`src/rtl/intto_fp_pkg.sv`:
```
// Shared types and constants for the integer-to-float converter.
// The optional exception-flag output is enabled with INTTOFP_EXC_FLAGS_EN.
package intto_fp_pkg;

  typedef enum logic [1:0] {
    MODE_I16_F16 = 2'b00,
    MODE_I16_F32 = 2'b01,
    MODE_I32_F16 = 2'b10,
    MODE_I32_F32 = 2'b11
  } mode_e;

  localparam int FP32_BIAS   = 127;
  localparam int FP32_MANT_W = 23;
  localparam int FP32_EXP_W  = 8;
  localparam int FP16_BIAS   = 15;
  localparam int FP16_MANT_W = 10;
  localparam int FP16_EXP_W  = 5;

  localparam logic [15:0] FP16_POS_INF = 16'h7C00;
  localparam logic [15:0] FP16_NEG_INF = 16'hFC00;

  typedef struct packed {
    logic        sign;
    logic [31:0] mag;
    logic [5:0]  lzc;
  } lane_s1_t;

  function automatic logic [5:0] clz32(input logic [31:0] v);
    logic [5:0] n;
    logic       found;
    n     = 6'd32;
    found = 1'b0;
    for (int i = 31; i >= 0; i--) begin
      if (!found && v[i]) begin
        n     = 6'(31 - i);
        found = 1'b1;
      end
    end
    return n;
  endfunction

  // Magnitude stays 32 bits wide so the most negative INT32 maps to 2^31.
  function automatic lane_s1_t lane_prep(input logic [31:0] x);
    lane_s1_t l;
    l.sign = x[31];
    l.mag  = x[31] ? (~x + 32'd1) : x;
    l.lzc  = clz32(l.mag);
    return l;
  endfunction

endpackage

```
`src/rtl/intto_fp_lane.sv`:
```
// One conversion lane: normalize, round-to-nearest-even and pack to FP32 or FP16.
// Overflow/inexact outputs exist only when INTTOFP_EXC_FLAGS_EN is defined.
module intto_fp_lane
  import intto_fp_pkg::*;
#(
  parameter bit HAS_FP32 = 1'b1
) (
  input  lane_s1_t    i_lane,
  input  logic        i_fp32,
  output logic [31:0] o_res
`ifdef INTTOFP_EXC_FLAGS_EN
  , output logic      o_ovf
  , output logic      o_inexact
`endif
);

  logic                   w_fp32;
  logic [31:0]            w_norm;
  logic                   w_zero;
  logic [5:0]             w_e;
  logic                   w_g32, w_r32, w_s32, w_up32;
  logic [FP32_MANT_W:0]   w_m32;
  logic [FP32_EXP_W-1:0]  w_exp32;
  logic                   w_g16, w_r16, w_s16, w_up16;
  logic [FP16_MANT_W:0]   w_m16;
  logic [5:0]             w_exp16;
  logic                   w_ovf16;
  logic [15:0]            w_res16;

  assign w_fp32 = i_fp32 & HAS_FP32;
  assign w_norm = i_lane.mag << i_lane.lzc;
  assign w_zero = ~w_norm[31];
  assign w_e    = 6'd31 - i_lane.lzc;

  assign w_g32   = w_norm[7];
  assign w_r32   = w_norm[6];
  assign w_s32   = |w_norm[5:0];
  assign w_up32  = w_g32 & (w_r32 | w_s32 | w_norm[8]);
  assign w_m32   = {1'b0, w_norm[30:8]} + 24'(w_up32);
  assign w_exp32 = 8'(w_e) + 8'(FP32_BIAS) + 8'(w_m32[FP32_MANT_W]);

  assign w_g16   = w_norm[20];
  assign w_r16   = w_norm[19];
  assign w_s16   = |w_norm[18:0];
  assign w_up16  = w_g16 & (w_r16 | w_s16 | w_norm[21]);
  assign w_m16   = {1'b0, w_norm[30:21]} + 11'(w_up16);
  assign w_exp16 = w_e + 6'(FP16_BIAS) + 6'(w_m16[FP16_MANT_W]);
  // Biased exponent 31 is the Inf encoding, so anything reaching it saturates.
  assign w_ovf16 = (w_exp16 >= 6'd31);
  assign w_res16 = w_ovf16 ? (i_lane.sign ? FP16_NEG_INF : FP16_POS_INF)
                           : {i_lane.sign, w_exp16[FP16_EXP_W-1:0], w_m16[FP16_MANT_W-1:0]};

  assign o_res = w_zero ? 32'd0
               : w_fp32 ? {i_lane.sign, w_exp32, w_m32[FP32_MANT_W-1:0]}
               : {16'd0, w_res16};

`ifdef INTTOFP_EXC_FLAGS_EN
  assign o_ovf     = ~w_zero & ~w_fp32 & w_ovf16;
  assign o_inexact = ~w_zero & (w_fp32 ? (w_g32 | w_r32 | w_s32)
                                       : (w_g16 | w_r16 | w_s16 | w_ovf16));
`endif

endmodule

```
`src/rtl/intto_fp.sv`:
```
// Two-stage pipelined INT32/INT16 to FP32/FP16 converter with valid/ready handshake.
// Define INTTOFP_EXC_FLAGS_EN to add the exc_flags {overflow, inexact} output.
module intto_fp
  import intto_fp_pkg::*;
#(
  parameter bit ZERO_IDLE_OUT = 1'b1
) (
  input  logic        clk,
  input  logic        rst_n,
  input  logic        inst_vld,
  output logic        inst_rdy,
  input  logic        src_prec,
  input  logic        dst_prec,
  input  logic        src_pos,
  input  logic        dst_pos,
  input  logic [31:0] in_reg,
  output logic [31:0] out_reg,
  output logic        result_vld,
  input  logic        result_rdy
`ifdef INTTOFP_EXC_FLAGS_EN
  , output logic [1:0] exc_flags
`endif
);

  logic        w_en;
  logic        w_accept;
  mode_e       w_mode;
  logic [31:0] w_x0, w_x1;
  logic        w_s1_fp32;
  logic [31:0] w_l0_res, w_l1_res;
  logic [31:0] w_s2_out;

  logic        r_s1_vld;
  mode_e       r_s1_mode;
  logic        r_s1_dst_pos;
  lane_s1_t    r_s1_lane0, r_s1_lane1;
  logic        r_s2_vld;
  logic [31:0] r_out;

  assign w_en     = ~r_s2_vld | result_rdy;
  assign w_accept = inst_vld & w_en;
  assign w_mode   = mode_e'({src_prec, dst_prec});
  assign w_x1     = {{16{in_reg[31]}}, in_reg[31:16]};

  always_comb begin
    w_x0 = in_reg;
    case (w_mode)
      MODE_I16_F32: w_x0 = src_pos ? w_x1 : {{16{in_reg[15]}}, in_reg[15:0]};
      MODE_I16_F16: w_x0 = {{16{in_reg[15]}}, in_reg[15:0]};
      default:      w_x0 = in_reg;
    endcase
  end

  assign w_s1_fp32 = (r_s1_mode == MODE_I32_F32) || (r_s1_mode == MODE_I16_F32);

`ifdef INTTOFP_EXC_FLAGS_EN
  logic       w_l0_ovf, w_l0_inx, w_l1_ovf, w_l1_inx;
  logic       w_dual;
  logic [1:0] r_flags;
  assign w_dual = (r_s1_mode == MODE_I16_F16);
`endif

  intto_fp_lane #(.HAS_FP32(1'b1)) u_lane0 (
    .i_lane    (r_s1_lane0),
    .i_fp32    (w_s1_fp32),
    .o_res     (w_l0_res)
`ifdef INTTOFP_EXC_FLAGS_EN
    , .o_ovf     (w_l0_ovf)
    , .o_inexact (w_l0_inx)
`endif
  );

  intto_fp_lane #(.HAS_FP32(1'b0)) u_lane1 (
    .i_lane    (r_s1_lane1),
    .i_fp32    (1'b0),
    .o_res     (w_l1_res)
`ifdef INTTOFP_EXC_FLAGS_EN
    , .o_ovf     (w_l1_ovf)
    , .o_inexact (w_l1_inx)
`endif
  );

  // FP16 lane results arrive in the low half; place them in the selected half.
  always_comb begin
    w_s2_out = w_l0_res;
    case (r_s1_mode)
      MODE_I16_F16: w_s2_out = (w_l1_res << 16) | w_l0_res;
      MODE_I32_F16: w_s2_out = r_s1_dst_pos ? (w_l0_res << 16) : w_l0_res;
      default:      w_s2_out = w_l0_res;
    endcase
  end

  always_ff @(posedge clk or negedge rst_n) begin
    if (!rst_n) begin
      r_s1_vld     <= 1'b0;
      r_s1_mode    <= MODE_I16_F16;
      r_s1_dst_pos <= 1'b0;
      r_s1_lane0   <= '0;
      r_s1_lane1   <= '0;
      r_s2_vld     <= 1'b0;
      r_out        <= '0;
`ifdef INTTOFP_EXC_FLAGS_EN
      r_flags      <= '0;
`endif
    end else if (w_en) begin
      r_s1_vld <= inst_vld;
      if (w_accept) begin
        r_s1_mode    <= w_mode;
        r_s1_dst_pos <= dst_pos;
        r_s1_lane0   <= lane_prep(w_x0);
        r_s1_lane1   <= lane_prep(w_x1);
      end
      r_s2_vld <= r_s1_vld;
      if (r_s1_vld) begin
        r_out <= w_s2_out;
`ifdef INTTOFP_EXC_FLAGS_EN
        r_flags <= {w_l0_ovf | (w_dual & w_l1_ovf), w_l0_inx | (w_dual & w_l1_inx)};
`endif
      end
    end
  end

  assign inst_rdy   = w_en;
  assign result_vld = r_s2_vld;
  assign out_reg    = (ZERO_IDLE_OUT && !r_s2_vld) ? 32'd0 : r_out;
`ifdef INTTOFP_EXC_FLAGS_EN
  assign exc_flags  = r_s2_vld ? r_flags : 2'b00;
`endif

endmodule

```
`config.mk`:
```
export PLATFORM = sky130hd
export DESIGN_NAME = intto_fp
export DESIGN_NICKNAME = d
export VERILOG_FILES = /design/src/rtl/intto_fp_pkg.sv /design/src/rtl/intto_fp_lane.sv /design/src/rtl/intto_fp.sv
export SDC_FILE = /design/constraint.sdc
export NUM_CORES = 1
export LEC_CHECK = 0
export CORE_ASPECT_RATIO = 1.4
export CORE_MARGIN = 5
export CORE_UTILIZATION = 56
export CTS_BUF_LIST = sky130_fd_sc_hd__clkbuf_4 sky130_fd_sc_hd__clkbuf_8 sky130_fd_sc_hd__clkbuf_16
export DETAILED_ROUTE_END_ITERATION = 7
export PLACE_DENSITY = 0.84
export REMOVE_ABC_BUFFERS = 1
export SYNTH_ARGS = -nofsm -noshare
export SYNTH_HDL_FRONTEND = slang
export SYNTH_SLANG_ARGS = --single-unit
```
`constraint.sdc`:
```
create_clock -name clk -period 5.2 [get_ports clk]
set_input_delay 0.78 -clock clk [delete_from_list [all_inputs] [get_ports clk]]
set_output_delay 0.78 -clock clk [all_outputs]
set_load 0.02 [all_outputs]
```
After elaboration in Yosys (flattened, before gate mapping)
Index checks and enable logic that the tools add are counted.
Operators by class
  eq/ne operators: 4
  order comparisons: 2
  muxes and demuxes: 264
  $add $sub $neg: 13
  shift operators: 2
  reductions and logical operators: 132
  bitwise operators: 15
Operator list (number)
  $mux 6: 64
  $mux 32: 7
  $mux 1: 186
  $pmux 32 s2: 2
  $mux 16: 5
  $add 32x1->32 const B: 2
  $not 32->32: 2
  $shl 32x6->32: 2
  $logic_and 1x1->1: 62
  $logic_not 1->1: 62
  $reduce_or 19->1: 2
  $or 32x32->32: 1
  $add 23x1->24: 1
  $add 10x1->11: 2
  $add 6x1->6: 2
  $add 6x4->6 const B: 2
  $ge 6x5->1 const B: 2
  $sub 5x6->6 const A: 2
  $add 6x7->8 const B: 1
  $add 8x1->8: 1
  $or 1x1->1: 7
  $reduce_or 6->1: 1
  $and 1x1->1: 4
  $eq 2x1->1 const B: 2
  5 further kinds: 8
Word-level totals
  output and inout port bits: 34
  register bits after elaboration: 115
  input bits: 40
  logic and storage cells: 443

Depth between registers and ports, before layout
Gate-level depths: netlist of run 1.
  depth after elaboration: 161
  gate-level depth with buffers: 23
  depth with buffers taken out: 19

By module
From an unflattened synthesis of run 1, not the netlist that was laid out.
Second synthesis, totals
  cell total of the unflattened synthesis: 1695
  area, all modules: 13908.3 um^2
Modules (own cells, without submodules)
  intto_fp: instances 1, area an instance 7598.5 um^2, cells each 968, sequential area each 2877.8 um^2
  intto_fp_lane at u_lane0: instances 1, area an instance 3607.2 um^2, cells each 423, sequential area each 0.0 um^2
  intto_fp_lane at u_lane1: instances 1, area an instance 2702.6 um^2, cells each 304, sequential area each 0.0 um^2

Worst setup path before layout of run 1
No wires, ideal clock.
  path type: input to register
  start: in dst_prec
  end: reg r_s1_lane0[2] (netlist name)
  setup slack: 63 ps
  path buffers: 4
  required time: 5114 ps
  arrival time: 5051 ps
  cell stages on the path: 17
  path through: clkbuf_1 nand3b_1 buf_2 buf_1 buf_1 nor2_1 a21oi_1 ha_1 nor2b_1 nand4_1 and2_1 o41ai_1 xnor2_1 o41ai_2 nor3b_4 or3b_1 a32oi_1
Between the ends
  word-level cells in the longest chain between the ends: 161
  elaborated cells between the ends (all ways): 192
  those cells by class: add/sub (1); eq/ne (1); mux (126); bitwise (1); reduce/logical (63)
Ends and longest elaborated chain
  start: declaration: line intto_fp.sv:13  | input logic dst_prec,
  $eq 2x1->1 / $logic_not 2->1 (equally long branches): line intto_fp.sv:47  | case (w_mode)
  $pmux 32 s2 (*): line intto_fp.sv:47
  $not 32->32: line intto_fp_pkg.sv:46  | l.mag = x[31] ? (~x + 32'd1) : x;
  $add 32x1->32: line intto_fp_pkg.sv:46
  $mux 32 (*): line intto_fp_pkg.sv:46
  $mux 1: line intto_fp_pkg.sv:34  | if (!found && v[i]) begin
  $mux 1: line intto_fp.sv:107  | if (w_accept) begin
  $mux 1: line intto_fp.sv:105  | end else if (w_en) begin
  (+145 left out)
  $logic_not 1->1: line intto_fp_pkg.sv:34
  $logic_and 1x1->1: line intto_fp_pkg.sv:34
  $mux 1: line intto_fp_pkg.sv:34
  $mux 1: line intto_fp.sv:107
  $mux 1: line intto_fp.sv:105
  $logic_not 1->1: line intto_fp_pkg.sv:34
  $logic_and 1x1->1: line intto_fp_pkg.sv:34
  $mux 6 (*): line intto_fp_pkg.sv:34
  end signal: assignment: line intto_fp.sv:110  | r_s1_lane0 <= lane_prep(w_x0);
  end: declaration: line intto_fp.sv:36  | lane_s1_t r_s1_lane0, r_s1_lane1;
Mark *: on every way between the ends. The rest lies on a longest branch, timed or not. The select of a mux whose other input is x is not followed.
A chain may end at the register's enable or synchronous reset.

Final worst setup path of run 1
  start: reg r_s1_lane0[2] (netlist name)
  end: reg r_out[18]
Between the ends
  word-level cells in the longest chain between the ends: 13
  elaborated cells between the ends (all ways): 21
  those cells by class: add/sub (5); order compare (1); shift (1); mux (5); bitwise (7); reduce/logical (2)
Ends and longest elaborated chain
  $shl 32x6->32: line intto_fp_lane.sv:31  | assign w_norm = i_lane.mag << i_lane.lzc;
  $reduce_or 19->1: line intto_fp_lane.sv:44  | assign w_s16 = |w_norm[18:0];
  $or 1x1->1 (2 in a row): line intto_fp_lane.sv:45  | assign w_up16 = w_g16 & (w_r16 | w_s16 | w_norm[21]);
  $and 1x1->1: line intto_fp_lane.sv:45
  $add 10x1->11: line intto_fp_lane.sv:46  | assign w_m16 = {1'b0, w_norm[30:21]} + 11'(w_up16);
  $add 6x1->6: line intto_fp_lane.sv:47  | assign w_exp16 = w_e + 6'(FP16_BIAS) + 6'(w_m16[FP16_MANT_W]);
  $ge 6x5->1: line intto_fp_lane.sv:49  | assign w_ovf16 = (w_exp16 >= 6'd31);
  $mux 16: line intto_fp_lane.sv:50  | assign w_res16 = w_ovf16 ? (i_lane.sign ? FP16_NEG_INF : FP16_POS_INF)
  $mux 32: line intto_fp_lane.sv:54  | : w_fp32 ? {i_lane.sign, w_exp32, w_m32[FP32_MANT_W-1:0]}
  $mux 32 (*): line intto_fp_lane.sv:53  | assign o_res = w_zero ? 32'd0
  $mux 32: line intto_fp.sv:88  | MODE_I32_F16: w_s2_out = r_s1_dst_pos ? (w_l0_res << 16) : w_l0_res;
  $pmux 32 s2 (*): line intto_fp.sv:86  | case (r_s1_mode)
  end signal: assignment: line intto_fp.sv:115  | r_out <= w_s2_out;
  end: declaration: line intto_fp.sv:38  | logic [31:0] r_out;
Mark *: on every way between the ends. The rest lies on a longest branch, timed or not.

==> results.py, run 1 <==
metrics = {
    "outcome": {
        "outcome": "complete, no violations",
    },
    "setup_path": {
        "path_depth": 17,
        "crit_buf_inv": 0,
        "path_cells": "mux4_2, mux2_2, o211ai_1, a211oi_1, nand3b_1, nor3_2, nor3b_1, nand2b_1, ha_1, ha_1, or4_1, o21ai_1, nor2_2, nand3_1, o22ai_1, a22oi_1, a31oi_1",
        "critPathKind": "reg2reg",
        "critPathSlowestCell": "dfrtp_2",
        "cp_data_required_time_ns": 5.47,
        "r2r_setup_slack_ns": 0.27,
        "r2r.worst_path.cells": 17,
        "worstSetupEndpointType": "register",
        "crit_fanout": 23,
        "crit_path_frequent_cell": "ha_1",
        "cpLargestDelayFamily": "simple AND/OR/NAND/NOR gates",
        "critPathLaunchType": "register",
        "arrival_ns": 5.20,
        "slowest_delay_ns": 0.57,
    },
    "die": {
        "start_util_pct": 56.5,
        "fp.coreArea_mm2": 0.0224,
        "pin_count": 74,
        "die_h_um": 188,
        "rows": 65,
        "die_w_um": 137,
        "die_area_mm2": 0.0257,
    },
    "yosys": {
        "yosys.area_share.xor_xnor_pct": 4.09,
        "netlist_area_mm2": 0.0126,
        "synth_top_family_by_area": "simple AND/OR/NAND/NOR gates",
        "yosysWarnings": 0,
        "synth_seq_area_share_pct": 22.8,
        "synth.top_cells.by_area": "dfrtp_1, mux4_2, mux2i_1",
        "async_flop_share_pct": 100,
        "synthMuxAreaShare_pct": 20.5,
        "synth_seq_cells": 115,
        "synth.avg_cell_area_um2": 8.28,
        "synth_edf_count": 0,
        "synth_fa_ha_area_share_pct": 1.09,
        "synth_compound_area_share_pct": 20.9,
        "yosys.area_share.simple_pct": 25.8,
        "synth_top_area_share_pct": 22.8,
        "synth_cell_types": 91,
        "synth_flop_cell": "dfrtp_1",
        "yosysTopAreaCell": "dfrtp_1",
        "postSynthCellCount": 1526,
    },
    "power_and_ir_drop": {
        "powerDensity_mw_per_mm2": 370,
        "swShare_pct": 42.7,
        "clockPowerShare_pct": 22.2,
        "p_total_uw": 5430,
        "power_leakage_uw": 0.00589,
        "peakVddDrop_v": 0.000195,
        "p_seq_share_pct": 23.9,
        "switching_power_uw": 2320,
        "power.internal_uw": 3110,
        "p_comb_share_pct": 53.8,
    },
    "finish": {
        "antennaDiodeCount": 0,
        "layout.nets": 1649,
        "stdcell_area_mm2": 0.0147,
        "area_growth_pct": 16.1,
        "drive_gt1_share_pct": 16.6,
    },
    "detailed_routing": {
        "viasPerCell": 6.82,
        "antenna_left": 0,
        "drtIter0Drc": 1297,
        "wl_per_cell_um": 22.6,
        "via_count": 13000,
        "drcViolationCount": 0,
        "firstDrtPassIters": 6,
        "drt_wl_total_um": 43200,
    },
    "job": {
        "cap_violations": 0,
    },
    "sta": {
        "final.setup_skew_ns": 0.00907,
        "max_freq_ghz": 0.203,
        "slew_headroom_pct": 28.9,
        "setup_violations": 0,
        "fin_ws_ns": 0.268,
        "hold_violations": 0,
        "tightest_slew_ns": 1.05,
        "slew_viol_final": 0,
        "fin_crit_sh_pct": 94.9,
        "rsz0062_at_grt": "false",
        "fin_crit_ns": 4.93,
    },
    "global_route": {
        "grt_pass1_vias": 13000,
        "grtUsageTotal_pct": 34.0,
        "grt_max_degree": 81,
        "antenna_found_initial": 0,
        "grt_pass1_wl_um": 69200,
        "gr-total-overflow": 0,
    },
    "clocking": {
        "clk_pin_slew_ns": 0.06,
        "cts_tree": "done",
        "root_buffer": "clkbuf_16",
        "cts_buffers": 17,
        "cts_sinks": 115,
        "clock_latency_ns": 0.43,
        "clock_path_buffers": 2,
        "htree_levels": 4,
    },
    "place": {
        "pre_cts_ws_ns": 0.111,
        "gp_congestion": 1.03,
        "portBuffers": 73,
        "hpwl_um": 33700,
        "dpl_cell_area_mm2": 0.0140,
    },
    "min_path": {
        "hold_class": "in2async",
    },
}
logic make-up after synthesis:
group,Yosys count
compound gates,383
xor+xnor,59
fa+ha+maj,11
buf+inv,151
flops,115
mux,173
simple gates,634
stage by stage:
step / utilization (%) / hold slack (ns) / setup TNS [ns] / instances
floorplan: - / 0.436 / -10.33 / 1407
global placement: 62.8 / 0.453 / 0 / 1879
detailed placement: 62.8 / 0.463 / 0 / 1879
CTS: 65.5 / 0.419 / 0 / 1911
global route: 65.6 / 0.480 / 0 / 1912
finish: 65.6 / 0.395 / 0 / 1912
cells in the mapped netlist, drive strengths merged, types with 13 or more instances:
library cell / number
nand2: 191
dfrtp: 115
o21ai: 109
nor2: 104
clkbuf: 83
mux2i: 78
mux4: 66
and2: 63
a21oi: 55
nor3: 48
nand3: 45
buf: 36
inv: 31
xor2: 31
mux2: 29
xnor2: 28
nand4: 27
nor4: 20
a31oi: 19
or3: 18
and3: 17
nand2b: 17
o22ai: 17
a211oi: 16
o211ai: 16
or2: 14
a22o: 13
nor2b: 13
or4: 13
power by group through the flow:
stage / registers (µW) / logic [µW] / clock network (µW)
finish: 1300 / 2920 / 1210
global route: 1330 / 3130 / 1250
CTS: 1300 / 2850 / 1210
detailed placement: 1310 / 2830 / 0
global placement: 1300 / 2800 / 0
floorplan: 1320 / 1780 / 0
cell type report:
class                      instances  area, µm²
fill                            1854       7690
sequential                       115       2890
tap                              301        377
clock inverter                    12        156
timing repair buffer             172       1510
clock buffer                      20        454
multi-input combinational       1260       9160
inverter                          32        120
flip-flops by register name (all words and copies together) (netlist names):
name and cells:
r_s1_dst_pos 1, r_s1_lane1 39, r_s1_lane0 39, r_out 32, r_s1_vld 1, r_s1_mode 2, result_vld 1
path summary, 6_finish.rpt:
check | startpoint | end
setup / recovery | r_s1_lane0[2] | r_out[18]
max in group asynchronous | rst_n | r_s1_lane1[1]
hold reg to reg | r_out[31] | r_out[31]
hold / removal | rst_n | r_s1_lane1[18]
min in group clk | r_out[31] | r_out[31]
setup reg to reg | r_s1_lane0[2] | r_out[18]
routing by layer:
| metal | vias up | track usage (%) | share of wire, % |
|---|---|---|---|
| li1 | 5940 | - | - |
| met5 | - | 0 | 0 |
| met2 | 715 | 58.3 | 50 |
| met1 | 6164 | 37.8 | 36 |
| met4 | 0 | 24.4 | 8.2 |
| met3 | 222 | 4.78 | 6.5 |
worst register-to-register path, stage by stage, from the launching register on:
cell and delay [ns]:
dfrtp_2 0.57, mux4_2 0.44, mux2_2 0.22, o211ai_1 0.16, a211oi_1 0.37, nand3b_1 0.17, nor3_2 0.27, nor3b_1 0.29
nand2b_1 0.10, ha_1 0.22, ha_1 0.30, or4_1 0.52, o21ai_1 0.25, nor2_2 0.14, nand3_1 0.26, o22ai_1 0.15
a22oi_1 0.23, a31oi_1 0.10
cell usage in the layout (no fill, tap or decap), types with 27 or more instances in the layout:
master | synthesis | layout
a21oi_1 | 55 | 55
and2_1 | 63 | 63
buf_4 | 3 | 96
clkdlybuf4s50_1 | 0 | 72
dfrtp_1 | 115 | 111
inv_1 | 29 | 29
mux2_2 | 29 | 29
mux2i_1 | 78 | 78
mux4_2 | 66 | 66
nand2_1 | 191 | 190
nand3_1 | 45 | 45
nand4_1 | 27 | 27
nor2_1 | 104 | 103
nor3_1 | 48 | 47
o21ai_0 | 107 | 106
xnor2_1 | 28 | 28
xor2_1 | 31 | 31
timing repair:
action	4_1_cts	5_1_grt
gates resized for setup	0	9
buffers inserted	0	1
hold buffers	0	0
setup endpoints to repair	0	19
(Power assumes the default switching activity.)
==> run 2: changes to the inputs <==
--- a/config.mk
+++ b/config.mk
@@ -12,6 +12,7 @@
 export DETAILED_ROUTE_END_ITERATION = 7
 export PLACE_DENSITY = 0.84
 export REMOVE_ABC_BUFFERS = 1
+export SLEW_MARGIN = 15
 export SYNTH_ARGS = -nofsm -noshare
 export SYNTH_HDL_FRONTEND = slang
 export SYNTH_SLANG_ARGS = --single-unit
==> results of run 2 <==
Final layout, timing and power as in run 1 (identical DEF).
